## src/rtl/load_store_unit.sv

```systemverilog
// ---------------------------------------------------------------------------
// load_store_unit
// Executes one RV32I load or store per accepted start. The request is checked
// for legality on the accepting edge. Legal accesses drive a held memory
// request until it is acknowledged or times out. Illegal ones complete
// straight away with an error.
//
// Ports
//   clk_i          rising-edge clock
//   rst_i          synchronous active-low reset
//   start_i        one-cycle request from the control FSM
//   is_store_i     1 = store, 0 = load
//   funct3_i       RV32I width/sign code
//   addr_i         byte address
//   store_data_i   rs2 value for stores
//   mem_req_o      memory request, held until the ack cycle
//   mem_we_o       write strobe (stores only)
//   mem_addr_o     word-aligned address
//   mem_be_o       byte enables
//   mem_wdata_o    lane-replicated write data
//   mem_ack_i      memory completion; read data valid with it
//   mem_rdata_i    read word
//   busy_o         high whenever not idle
//   done_o         one-cycle completion pulse
//   err_o          valid with done: misaligned, illegal funct3 or timeout
//   load_data_o    sign/zero-extended load result register
// ---------------------------------------------------------------------------
module load_store_unit #(
    parameter int unsigned TIMEOUT_CYCLES = 16
) (
    input  logic        clk_i,
    input  logic        rst_i,
    input  logic        start_i,
    input  logic        is_store_i,
    input  logic [2:0]  funct3_i,
    input  logic [31:0] addr_i,
    input  logic [31:0] store_data_i,
    output logic        mem_req_o,
    output logic        mem_we_o,
    output logic [31:0] mem_addr_o,
    output logic [3:0]  mem_be_o,
    output logic [31:0] mem_wdata_o,
    input  logic        mem_ack_i,
    input  logic [31:0] mem_rdata_i,
    output logic        busy_o,
    output logic        done_o,
    output logic        err_o,
    output logic [31:0] load_data_o
);

    typedef enum logic [1:0] {
        IDLE = 2'd0,
        REQ  = 2'd1,
        DONE = 2'd2
    } state_t;

    state_t      state_q;
    logic        is_store_q;
    logic [2:0]  funct3_q;
    logic [1:0]  addr_lo_q;
    logic [7:0]  cnt_q;
    logic        mem_req_q;
    logic        mem_we_q;
    logic [31:0] mem_addr_q;
    logic [3:0]  mem_be_q;
    logic [31:0] mem_wdata_q;
    logic        done_q;
    logic        err_q;
    logic [31:0] load_data_q;

    logic        reject_d;
    logic [3:0]  be_d;
    logic [31:0] wdata_d;
    logic [31:0] lane;
    logic [31:0] load_ext_d;

    localparam logic [7:0] LastCnt = 8'(TIMEOUT_CYCLES - 1);

    // Decode of the incoming request. Only used on the accepting edge, so
    // everything driven afterwards comes from registered copies.
    always_comb begin
        reject_d = 1'b0;
        be_d     = 4'b1111;
        wdata_d  = 32'h0;
        if (is_store_i) begin
            reject_d = (funct3_i > 3'd2);
        end else begin
            reject_d = (funct3_i == 3'd3) || (funct3_i == 3'd6) || (funct3_i == 3'd7);
        end
        if ((funct3_i[1:0] == 2'd1) && addr_i[0]) begin
            reject_d = 1'b1;
        end
        if ((funct3_i[1:0] == 2'd2) && (addr_i[1:0] != 2'd0)) begin
            reject_d = 1'b1;
        end
        case (funct3_i[1:0])
            2'd0:    be_d = 4'b0001 << addr_i[1:0];
            2'd1:    be_d = 4'b0011 << addr_i[1:0];
            default: be_d = 4'b1111;
        endcase
        if (is_store_i) begin
            case (funct3_i[1:0])
                2'd0:    wdata_d = {4{store_data_i[7:0]}};
                2'd1:    wdata_d = {2{store_data_i[15:0]}};
                default: wdata_d = store_data_i;
            endcase
        end
    end

    // Shift the addressed lane down to bit 0, then extend by the captured
    // funct3. A word access is always aligned, so the shifted word is the
    // read word unchanged.
    always_comb begin
        lane = mem_rdata_i >> {addr_lo_q, 3'b000};
        case (funct3_q)
            3'd0:    load_ext_d = {{24{lane[7]}}, lane[7:0]};
            3'd1:    load_ext_d = {{16{lane[15]}}, lane[15:0]};
            3'd4:    load_ext_d = {24'h0, lane[7:0]};
            3'd5:    load_ext_d = {16'h0, lane[15:0]};
            default: load_ext_d = lane;
        endcase
    end

    // Controller with registered outputs. done/err default low so they pulse
    // only in the DONE cycle. The memory bus returns to all-zero whenever no
    // request is outstanding.
    always_ff @(posedge clk_i) begin
        if (!rst_i) begin
            state_q     <= IDLE;
            is_store_q  <= 1'b0;
            funct3_q    <= 3'd0;
            addr_lo_q   <= 2'd0;
            cnt_q       <= 8'd0;
            mem_req_q   <= 1'b0;
            mem_we_q    <= 1'b0;
            mem_addr_q  <= 32'h0;
            mem_be_q    <= 4'h0;
            mem_wdata_q <= 32'h0;
            done_q      <= 1'b0;
            err_q       <= 1'b0;
            load_data_q <= 32'h0;
        end else begin
            done_q <= 1'b0;
            err_q  <= 1'b0;
            case (state_q)
                IDLE: begin
                    if (start_i) begin
                        is_store_q <= is_store_i;
                        funct3_q   <= funct3_i;
                        addr_lo_q  <= addr_i[1:0];
                        cnt_q      <= 8'd0;
                        if (reject_d) begin
                            state_q <= DONE;
                            done_q  <= 1'b1;
                            err_q   <= 1'b1;
                        end else begin
                            state_q     <= REQ;
                            mem_req_q   <= 1'b1;
                            mem_we_q    <= is_store_i;
                            mem_addr_q  <= {addr_i[31:2], 2'b00};
                            mem_be_q    <= be_d;
                            mem_wdata_q <= wdata_d;
                        end
                    end
                end
                REQ: begin
                    if (mem_ack_i || (cnt_q == LastCnt)) begin
                        state_q     <= DONE;
                        done_q      <= 1'b1;
                        err_q       <= !mem_ack_i;
                        mem_req_q   <= 1'b0;
                        mem_we_q    <= 1'b0;
                        mem_addr_q  <= 32'h0;
                        mem_be_q    <= 4'h0;
                        mem_wdata_q <= 32'h0;
                        if (mem_ack_i && !is_store_q) begin
                            load_data_q <= load_ext_d;
                        end
                    end else begin
                        cnt_q <= cnt_q + 8'd1;
                    end
                end
                DONE: begin
                    state_q <= IDLE;
                end
                default: begin
                    state_q <= IDLE;
                end
            endcase
        end
    end

    assign mem_req_o   = mem_req_q;
    assign mem_we_o    = mem_we_q;
    assign mem_addr_o  = mem_addr_q;
    assign mem_be_o    = mem_be_q;
    assign mem_wdata_o = mem_wdata_q;
    assign busy_o      = (state_q != IDLE);
    assign done_o      = done_q;
    assign err_o       = err_q;
    assign load_data_o = load_data_q;

endmodule

```

## config.mk

```make
export PLATFORM = sky130hd
export DESIGN_NAME = load_store_unit
export DESIGN_NICKNAME = d
export VERILOG_FILES = /design/src/rtl/load_store_unit.sv
export SDC_FILE = /design/constraint.sdc
export NUM_CORES = 1
export LEC_CHECK = 0
export BUFFER_PORTS_ARGS = -buffer_cell sky130_fd_sc_hd__buf_2
export CAP_MARGIN = 20
export CORE_MARGIN = 2
export CORE_UTILIZATION = 48
export CTS_BUF_LIST = sky130_fd_sc_hd__clkbuf_16
export DETAILED_ROUTE_END_ITERATION = 8
export GPL_ROUTABILITY_DRIVEN = 0
export PLACE_DENSITY = 0.82
export SETUP_SLACK_MARGIN = 0.05
export SYNTH_ARGS = -nofsm -noshare
export SYNTH_HDL_FRONTEND = slang
export SYNTH_SLANG_ARGS = --single-unit
```

## constraint.sdc

```tcl
create_clock -name clk_i -period 3 [get_ports clk_i]
set_input_delay 0.6 -clock clk_i [delete_from_list [all_inputs] [get_ports clk_i]]
set_output_delay 0.6 -clock clk_i [all_outputs]
set_load 0.02 [all_outputs]
```

Word-level counts from Yosys, hierarchy flattened
Index checks and enable logic that the tools add are counted.

cells by class
  equal/unequal tests = 14
  add/subtract/negate cells = 1
  reduce and logical (&&, ||, !) cells = 19
  muxes and demuxes = 38
  shift operators = 3
  order comparisons = 1

operator list
  cell                   count
  $mux W32               6
  $pmux W32 S2           3
  $pmux W32 S4           1
  $shr A32 B5 Y32        1
  $mux W8                2
  $pmux W4 S2            2
  $pmux W8 S2            1
  $eq A3 B3 Y1 const B   4
  $mux W1                12
  $mux W4                3
  $add A8 B1 Y8 const B  1
  $eq A8 B4 Y1 const B   1
  $ne A2 B2 Y1 const B   4
  $pmux W1 S2            4
  $mux W2                3
  $reduce_and A3 Y1      2
  $reduce_bool A2 Y1     3
  $eq A2 B1 Y1 const B   2
  $logic_not A2 Y1       2
  $pmux W2 S2            1
  $reduce_and A2 Y1      2
  $reduce_and A4 Y1      1
  $shl A1 B2 Y4 const A  1
  $shl A2 B2 Y4 const A  1
  8 further kinds        13

word-level totals
  input bits = 104
  bits in registers = 120

Logic depth before layout (Yosys ltp)
Gate-level depths: netlist (run 1).

  word-level depth = 9
  mapped depth = 8
  depth with buffers taken out = 5

Least setup slack after synthesis (run 1)
OpenSTA, ideal clock, no wires.

  kind = input -> register
  from = in funct3_i[0]
  to = reg mem_be_q[0], in the netlist mem_be_o[0]
  stages = 7
  slack = 0.683 ns
  path buffers = 3
  required time = 2.883 ns
  setup time = 0.117 ns
  arrival = 2.201 ns
  cells stage by stage = clkbuf_1 > a221oi_1 > nor3_1 > o41a_1 > buf_2 > buf_6 > a22o_1

on the way
  cells in the longest elaborated chain, start to end = 8
  elaborated cells on any way between the ends = 20
  classes of those cells = 1 x order compare; 6 x eq/ne; 7 x mux; 6 x reduce/logical

RTL lines
  element                                               RTL line  source
  start: declaration                                    35        input logic [2:0] funct3_i,
  branches (longest 8 deep; another with $gt A3 B2 Y1)  --
  end signal: assignment                                137       mem_be_q <= 4'h0;
  end signal: assignment                                161       mem_be_q <= be_d;
  end signal: assignment                                174       mem_be_q <= 4'h0;
  end: declaration                                      65        logic [3:0] mem_be_q;

Several ways; the timed one is not identified. The select of a mux whose other input is x is not followed.
A chain may end at the register's enable or synchronous reset.

Final worst setup path (run 1)
  from = reg cnt_q[4]
  to = reg mem_addr_q[9], in the netlist mem_addr_o[9]

on the way
  cells in the longest elaborated chain, start to end = 4

RTL lines
  element                             RTL line  source
  start: declaration                  61        logic [7:0] cnt_q;
  start signal: assignment            180       cnt_q <= cnt_q + 8'd1;
  $eq A8 B4 Y1                        167       if (mem_ack_i || (cnt_q == LastCnt)) begin
  $logic_or A1 B1 Y1                  167
  $ne A2 B2 Y1 (no source line)       --
  $reduce_and A4 Y1 (no source line)  --
  end signal: assignment              160       mem_addr_q <= {addr_i[31:2], 2'b00};
  end: declaration                    64        logic [31:0] mem_addr_q;

No other way between the ends.

==> results.yml, run 1 <==
run_status:
  status: "completed"
cts:
  cts_tree: "done"
  insertion_delay_ns: 0.40
  cts_made_buffers: 17
  cts_setup_buffers: 0
  ctsRootBufferMaster: "clkbuf_16"
  clock-sinks: 118
  clk_pin_slew_worst_paths_ns: 0.05
  cts_resized: 0
  cts_hold_buf: 0
  cts_max_level: 4
  clockBufferDepth: 2
pwr:
  vdd_drop_max_uv: 432
  p_per_area_nw_per_um2: 609
  leakagePower_nw: 3.08
route:
  drtAntennaViolNets: 0
  vias: 4706
  finalWirelength_mm: 14.0
  drt-pass1-iter-count: 4
  drc_errors: 0
  wire_per_inst_um: 16.4
  via_per_inst: 5.52
  drt_iter0_markers: 256
sta:
  slew_headroom: 0.545
  tightestPinTransition_ns: 0.682
  period_minus_slack_ns: 2.31
  slew_violations: 0
  min_period_over_period: 0.771
  setup_tns_ns: 0
  max_freq_ghz: 0.432
  final-setup-viol-count: 0
  rsz0062_at_grt: "false"
  layout_setup_ws_ns: 0.688
  hold_violations: 0
  finalClockSkew_ns: 0.00611
cells_and_area:
  utilization: 0.664
  antenna_cells: 0
  final_cells: 852
  design_area_um2: 6550
  area_growth_pct: 33.1
  final_cell_mix: "buf_2, dfxtp_1, a21oi_1"
  final_common_cell: "buf_2"
  drive_gt1_frac: 0.363
  final_nets: 811
  nFillCells: 766
worst_setup_path:
  path_buf_inv: 1
  critPathTopFamily: "compound AO/OA/AOI/OAI gates"
  path_class: "flop to flop"
  crit_fanout: 68
  cp-start-kind: "flop"
  crit_arrival_ns: 2.60
  path_cells: "nor4_1 -> a21oi_1 -> o41a_2 -> buf_4 -> a22o_1"
  cp-end-kind: "flop"
  reg2reg_from: "cnt_q[4]$_SDFFE_PN0P_"
  cp_slowest_cell: "nor4_1"
  cp_data_required_time_ns: 3.29
  cp-startpoint: "cnt_q[4]$_SDFFE_PN0P_"
  max_stage_delay_ns: 0.55
synth:
  ys_seq_elements: 118
  synth-edff-count: 0
  async_flop_share: 0
  syn-cell-area_um2: 4920
  postSynthAreaPerCell_um2: 9.56
  seq_area_frac_synth: 0.480
  synth_warnings: 0
  ys.flop_type: "dfxtp_1"
  synthDistinctLibCells: 48
  syn_inst: 515
global_routing:
  grt_pass1_vias: 4653
  grt_usage: 0.250
  antenna_found_initial: 0
  overflow: 0
  grt_pass1_wl_mm: 22.4
  grt_max_degree: 69
floorplanning:
  die_x_um: 105
  die_area_um2: 11100
  start_util: 0.499
  io_pins: 209
  die_h_um: 105
  core_um2: 9860
  num_rows: 36
min_path:
  min_path_type: "input pin to flop"
  holdCritStartpoint: "addr_i[14]"
place:
  pre_cts_ws_ns: 0.367
  placedCellCount: 819
  io_buffers: 206
  hpwlAfterDp_mm: 10.0
  place_area_um2: 6000
run:
  maxCapViolCount: 0
-- through the flow --
| step | power [mW] | hold WS [ns] |
|---|---|---|
| 2_1_floorplan | 1.99 | 0.440 |
| 3_3_place_gp | 2.16 | 0.430 |
| 3_5_place_dp | 2.18 | 0.441 |
| 4_1_cts | 4.01 | 0.390 |
| 5_1_grt | 4.14 | 0.390 |
| 6_report | 3.99 | 0.406 |
-- sequential cells by signal (all words and copies together) (netlist names) --
signal and count:
mem_be_o 4, mem_wdata_o 32, cnt_q 8, load_data_o 32
funct3_q 3, mem_req_o 1, err_o 1, done_o 1
state_q 2, mem_we_o 1, is_store_q 1, mem_addr_o 30
addr_lo_q 2
-- synthesized netlist by cell type (2+ instances only) --
library cell  number  area share
mux2_2             9       0.021
nand2b_1           3      0.0038
nor4_1             2      0.0025
buf_2              7      0.0071
or3_1              4      0.0051
nor2_1            13      0.0099
a22o_1            49       0.087
o21ai_0           39       0.040
and2_1             2      0.0025
nor3_1             3      0.0031
dfxtp_1          118        0.48
nor4b_1            2      0.0036
nor2b_1            4      0.0051
o21bai_1           2      0.0031
clkbuf_1          29       0.022
inv_1              3      0.0023
a21oi_1           64       0.065
o211ai_1           8       0.012
mux2i_1           41       0.083
o21a_1             2      0.0031
nand3_1            2      0.0020
nand2_1           49       0.037
a21o_1             3      0.0046
buf_4              2      0.0031
xnor2_1            2      0.0036
o2bb2ai_1         23       0.041
and3_1             3      0.0038
buf_1              6      0.0046
xor2_1             2      0.0036
-- per-layer routing --
metal | up-vias | GRT usage | wire [um]
li1 | 2278 | - | -
met2 | 220 | 0.395 | 6400
met5 | - | 0 | 0
met4 | 0 | 0.112 | 338
met3 | 27 | 0.0853 | 1200
met1 | 2181 | 0.309 | 6080
-- where the power goes --
group          switching [mW]  internal [mW]
clock                   0.711           1.12
sequential             0.0398           1.63
combinational           0.296          0.195
-- kinds of logic (layout without fill, tap and decap cells) --
family,Yosys count,in the layout,share of synthesized area
AOI/OAI and AO/OA,198,198,0.271
DFF,118,118,0.480
and+or+nand+nor,93,93,0.0880
muxes,51,51,0.109
buffers and inverters,49,252,0.0422
xor gates and xnor gates,4,4,0.00712
adders and majority gates,1,1,0.00254
other,1,2,0.000762
-- final timing paths --
| check | end | slack [ns] | cells past startpoint |
|---|---|---|---|
| worst max-delay path | mem_addr_o[9]$_SDFFE_PN0P_ | 0.69 | 5 |
| worst min-delay path | mem_addr_o[14]$_SDFFE_PN0P_ | 0.41 | 2 |
| worst max register to register | mem_addr_o[9]$_SDFFE_PN0P_ | 0.69 | 5 |
| worst min register to register | load_data_o[3]$_SDFFE_PN0P_ | 0.46 | 2 |
-- worst register-to-register path, stage by stage (launching register included) --
cell     delay, ns
dfxtp_1       0.34
nor4_1        0.55
a21oi_1       0.18
o41a_2        0.45
buf_4         0.33
a22o_1        0.36
-- area by class of cell --
cell class	count	area [um^2]	area share
clock buffer	17	425	0.0650
clock inverter	15	116	0.0178
inverter	4	15.0	0.00229
multi-input combinational	349	2360	0.360
sequential	118	2360	0.361
tap	133	166	0.0254
timing repair buffer	216	1110	0.169
No activity file was read; power rests on OpenSTA's default activity.
==> inputs of run 2 (changes only) <==
clock period = 2.3 ns   (was 3 ns; I/O delays follow)
==> run 2 against run 1 <==
Against the previous run:
- critical path depth increased by 1
- via count increased by 1.6%
- die area unchanged
- critical path type unchanged
- largest cell class unchanged
- core utilization increased by 1.8 points
- highest routed layer unchanged
- clock-buffer cell count unchanged
==> results.yml, run 2 (synthesis gave the netlist of run 1 again) <==
cells_and_area:
  final_cell_mix: "buf_2, dfxtp_1, a21oi_1"
  final_nets: 822
  area_growth_pct: 36.7
  final_common_cell: "buf_2"
  final_cells: 864
  drive_gt1_frac: 0.370
  utilization: 0.682
sta:
  period_minus_slack_ns: 2.07
  holdWs_ns: 0.264
  hold_violations: 0
  max_freq_ghz: 0.482
  slew_headroom: 0.608
  setup_tns_ns: 0
  finalClockSkew_ns: 0.00866
  final-setup-viol-count: 0
  slew_violations: 0
  tightestPinTransition_ns: 0.587
  rsz0062_at_grt: "false"
  min_period_over_period: 0.902
place:
  io_buffers: 206
  hpwlAfterDp_mm: 10.2
  placedCellCount: 831
cts:
  cts_tree: "done"
  ctsRootBufferMaster: "clkbuf_16"
  clk_pin_slew_worst_paths_ns: 0.05
  insertion_delay_ns: 0.40
  cts_made_buffers: 17
  clockBufferDepth: 2
  cts_setup_buffers: 0
  cts_hold_buf: 0
  cts_resized: 0
  cts_max_level: 4
  clock-sinks: 118
worst_setup_path:
  cp-end-kind: "flop"
  path_cells: "ha_1 -> and3_1 -> a21oi_1 -> o41a_2 -> buf_4 -> a22o_1"
  cp-start-kind: "flop"
  crit_fanout: 18
  crit_arrival_ns: 2.36
  path_class: "flop to flop"
  max_stage_delay_ns: 0.50
  cp_data_required_time_ns: 2.58
  cp_slowest_cell: "o41a_2"
  critPathTopFamily: "compound AO/OA/AOI/OAI gates"
  path_buf_inv: 1
pwr:
  internal_power_mw: 4.19
  p_per_area_nw_per_um2: 825
  seqPwrFrac: 0.392
  p_sw_frac: 0.245
  leakagePower_nw: 3.18
  p_clk_frac: 0.489
  switchingPower_mw: 1.36
  comb_power_share: 0.119
  vdd_drop_max_uv: 572
floorplanning:
  die_x_um: 105
  io_pins: 209
  die_area_um2: 11100
  core_um2: 9860
  start_util: 0.499
  num_rows: 36
  die_h_um: 105
route:
  finalWirelength_mm: 14.3
  drt_iter0_markers: 333
  drt-pass1-iter-count: 5
  via_per_inst: 5.53
  vias: 4780
  wire_per_inst_um: 16.5
  drc_errors: 0
  drtAntennaViolNets: 0
min_path:
  min_path_type: "input pin to flop"
global_routing:
  grt_max_degree: 51
  grt_usage: 0.257
  grt_pass1_vias: 4742
  grt_pass1_wl_mm: 22.9
  overflow: 0
  antenna_found_initial: 1
run_status:
  status: "completed"
run:
  maxCapViolCount: 0
-- run 2: cell types whose count changed in the layout (fill, tap and decap cells not counted), sizes merged --
cell and delta:
buf +11, bufinv +3, clkinvlp -1, inv +2, clkinv -4, diode +1
-- run 2: stage by stage --
| stage | instance area [um^2] | total power [mW] | worst slack [ns] |
|---|---|---|---|
| floorplan | 4920 | 2.60 | 0.123 |
| global placement | 6110 | 2.85 | 0.137 |
| detailed placement | 6110 | 2.87 | 0.0971 |
| CTS | 6730 | 5.58 | 0.241 |
| global route | 6730 | 5.75 | 0.156 |
| finish | 6730 | 5.55 | 0.225 |
-- run 2: worst paths after layout --
check                                    from                           end  slack (ns)  depth (start not counted)
hold reg to reg   load_data_o[0]$_SDFFE_PN0P_   load_data_o[0]$_SDFFE_PN0P_        0.45                          2
setup reg to reg        cnt_q[0]$_SDFFE_PN0P_  mem_wdata_o[25]$_SDFFE_PN0P_        0.23                          6
setup / recovery        cnt_q[0]$_SDFFE_PN0P_  mem_wdata_o[25]$_SDFFE_PN0P_        0.23                          6
hold / removal                     addr_i[20]   mem_addr_o[20]$_SDFFE_PN0P_        0.26                          2
-- run 2: worst reg2reg max path, stage by stage, from the launching register on --
cell and delay [ns]:
dfxtp_1 0.38, ha_1 0.22, and3_1 0.27, a21oi_1 0.12
o41a_2 0.50, buf_4 0.22, a22o_1 0.26
-- run 2: final cells by class --
class / instances / area [um^2]
antenna: 1 / 2.50
clock buffer: 17 / 425
clock inverter: 15 / 186
fill: 737 / 3140
inverter: 4 / 15.0
multi-input combinational: 349 / 2360
sequential: 118 / 2360
tap: 133 / 166
timing repair buffer: 227 / 1210
-- run 2: power by group through the flow --
| stage | logic, mW | registers, mW | clock network [mW] |
|---|---|---|---|
| floorplan | 0.323 | 2.28 | 0 |
| detailed placement | 0.654 | 2.21 | 0 |
| finish | 0.663 | 2.17 | 2.71 |
| global route | 0.720 | 2.18 | 2.85 |
| global placement | 0.638 | 2.21 | 0 |
| CTS | 0.660 | 2.17 | 2.74 |
-- run 2: metal layers --
metal / track usage / share of wire
met2: 0.401 / 0.47
met4: 0.123 / 0.024
met1: 0.323 / 0.42
met5: 0 / 0
met3: 0.0798 / 0.087
==> inputs of run 3 (changes only) <==
CORE_MARGIN = unset   (was 2)
==> run 3 against run 2 <==
Against the previous run:
- core utilization up 0.076 points
- hold slack better by 0.0015 ns
- flip-flop and latch count unchanged
- global-route usage up 1.0 points
- register-to-register slack worse by 0.05 ns
- clock skew up 0.0047 ns
- largest power group unchanged
==> results.yml, run 3 (synthesis gave the netlist of run 1 again) <==
sta:
  slew_violations: 0
  min_period_over_period: 0.924
  period_minus_slack_ns: 2.12
  finalClockSkew_ns: 0.0133
  setup_tns_ns: 0
  max_freq_ghz: 0.471
  slew_headroom: 0.642
  rsz0062_at_grt: "false"
  layout_setup_ws_ns: 0.175
  hold_violations: 0
  final-setup-viol-count: 0
  tightestPinTransition_ns: 0.536
worst_setup_path:
  path_class: "flop to flop"
  crit_fanout: 33
  crit_arrival_ns: 2.42
  max_stage_delay_ns: 0.50
  cp-end-kind: "flop"
  cp-start-kind: "flop"
  cp_data_required_time_ns: 2.59
  path_cells: "ha_1 -> and3_1 -> a21oi_1 -> o41a_2 -> buf_4 -> a22o_1"
  cp_slowest_cell: "o41a_2"
floorplanning:
  die_x_um: 103
  die_h_um: 103
  die_area_um2: 10700
  io_pins: 209
  num_rows: 36
  core_um2: 9860
  start_util: 0.499
cts:
  cts_hold_buf: 0
  cts_resized: 0
  clock-sinks: 118
  clk_pin_slew_worst_paths_ns: 0.06
  clockBufferDepth: 2
  cts_setup_buffers: 0
  ctsRootBufferMaster: "clkbuf_16"
  cts_max_level: 4
  cts_made_buffers: 17
  cts_tree: "done"
  insertion_delay_ns: 0.40
place:
  hpwlAfterDp_mm: 10.4
  pre_cts_ws_ns: 0.0121
  io_buffers: 206
  placedCellCount: 832
global_routing:
  grt_pass1_wl_mm: 21.6
  grt_pass1_vias: 4438
  grt_max_degree: 36
  grt_usage: 0.267
  antenna_found_initial: 0
  overflow: 0
route:
  via_per_inst: 5.56
  drc_errors: 0
  wire_per_inst_um: 16.5
  drt-pass1-iter-count: 4
  drt_iter0_markers: 217
  drtAntennaViolNets: 0
  finalWirelength_mm: 14.3
  vias: 4802
cells_and_area:
  final_common_cell: "buf_2"
  final_cells: 864
  multiInputGateArea_um2: 2360
  antenna_cells: 0
  area_growth_pct: 36.9
  final_nets: 823
  final_cell_mix: "buf_2, dfxtp_1, a21oi_1"
  drive_gt1_frac: 0.371
  nFillCells: 791
  regArea_um2: 2360
run:
  maxCapViolCount: 0
pwr:
  leakagePower_nw: 3.18
  vdd_drop_max_uv: 683
  p_per_area_nw_per_um2: 825
run_status:
  status: "completed"
min_path:
  min_path_type: "input pin to flop"
run 3: changes by cell type in the layout (fill, tap and decap cells not counted), sizes merged:
cell      delta
inv          -1
buf          +1
diode        -1
clkinvlp     +1
run 3: metrics by stage:
stage | util | total power, mW | area (um^2) | hold WS, ns
global placement | 0.620 | 2.85 | 6120 | 0.431
finish | 0.683 | 5.56 | 6740 | 0.266
floorplan | - | 2.60 | 4920 | 0.440
global route | 0.683 | 5.74 | 6740 | 0.254
CTS | 0.683 | 5.59 | 6740 | 0.250
detailed placement | 0.620 | 2.87 | 6120 | 0.443
run 3: final timing paths:
path,startpoint,endpoint,slack (ns),cells after the start
worst min-delay path,addr_i[21],mem_addr_o[21]$_SDFFE_PN0P_,0.27,2
worst max register to register,cnt_q[0]$_SDFFE_PN0P_,mem_wdata_o[7]$_SDFFE_PN0P_,0.18,6
worst min register to register,load_data_o[6]$_SDFFE_PN0P_,load_data_o[6]$_SDFFE_PN0P_,0.46,2
worst max-delay path,cnt_q[0]$_SDFFE_PN0P_,mem_wdata_o[7]$_SDFFE_PN0P_,0.18,6
run 3: area by class of cell:
| type | count | share of cell area |
|---|---|---|
| multi-input combinational | 349 | 0.350 |
| sequential | 118 | 0.351 |
| inverter | 4 | 0.00223 |
| clock buffer | 17 | 0.0632 |
| tap | 133 | 0.0247 |
| clock inverter | 15 | 0.0281 |
| timing repair buffer | 228 | 0.181 |
run 3: where the power goes:
part	leakage, nW	internal [mW]	switching (mW)	total (mW)
logic	1.93	0.273	0.394	0.666
registers	0.957	2.12	0.0537	2.17
clock network	0.295	1.80	0.922	2.72
total	3.18	4.19	1.37	5.56
run 3: critical path: cells and delay by family, from the launching register on:
| family | cells | cell delay (ns) |
|---|---|---|
| compound gates | 3 | 0.89 |
| fa+ha+maj | 1 | 0.21 |
| buf+inv | 1 | 0.26 |
| flops | 1 | 0.37 |
| simple gates | 1 | 0.27 |
run 3: routing by layer:
| metal | track usage | part of all wire | up-vias |
|---|---|---|---|
| li1 | - | - | 2300 |
| met1 | 0.337 | 0.44 | 2261 |
| met2 | 0.423 | 0.47 | 220 |
| met3 | 0.0806 | 0.078 | 21 |
| met4 | 0.118 | 0.018 | 0 |
| met5 | 0 | 0 | - |
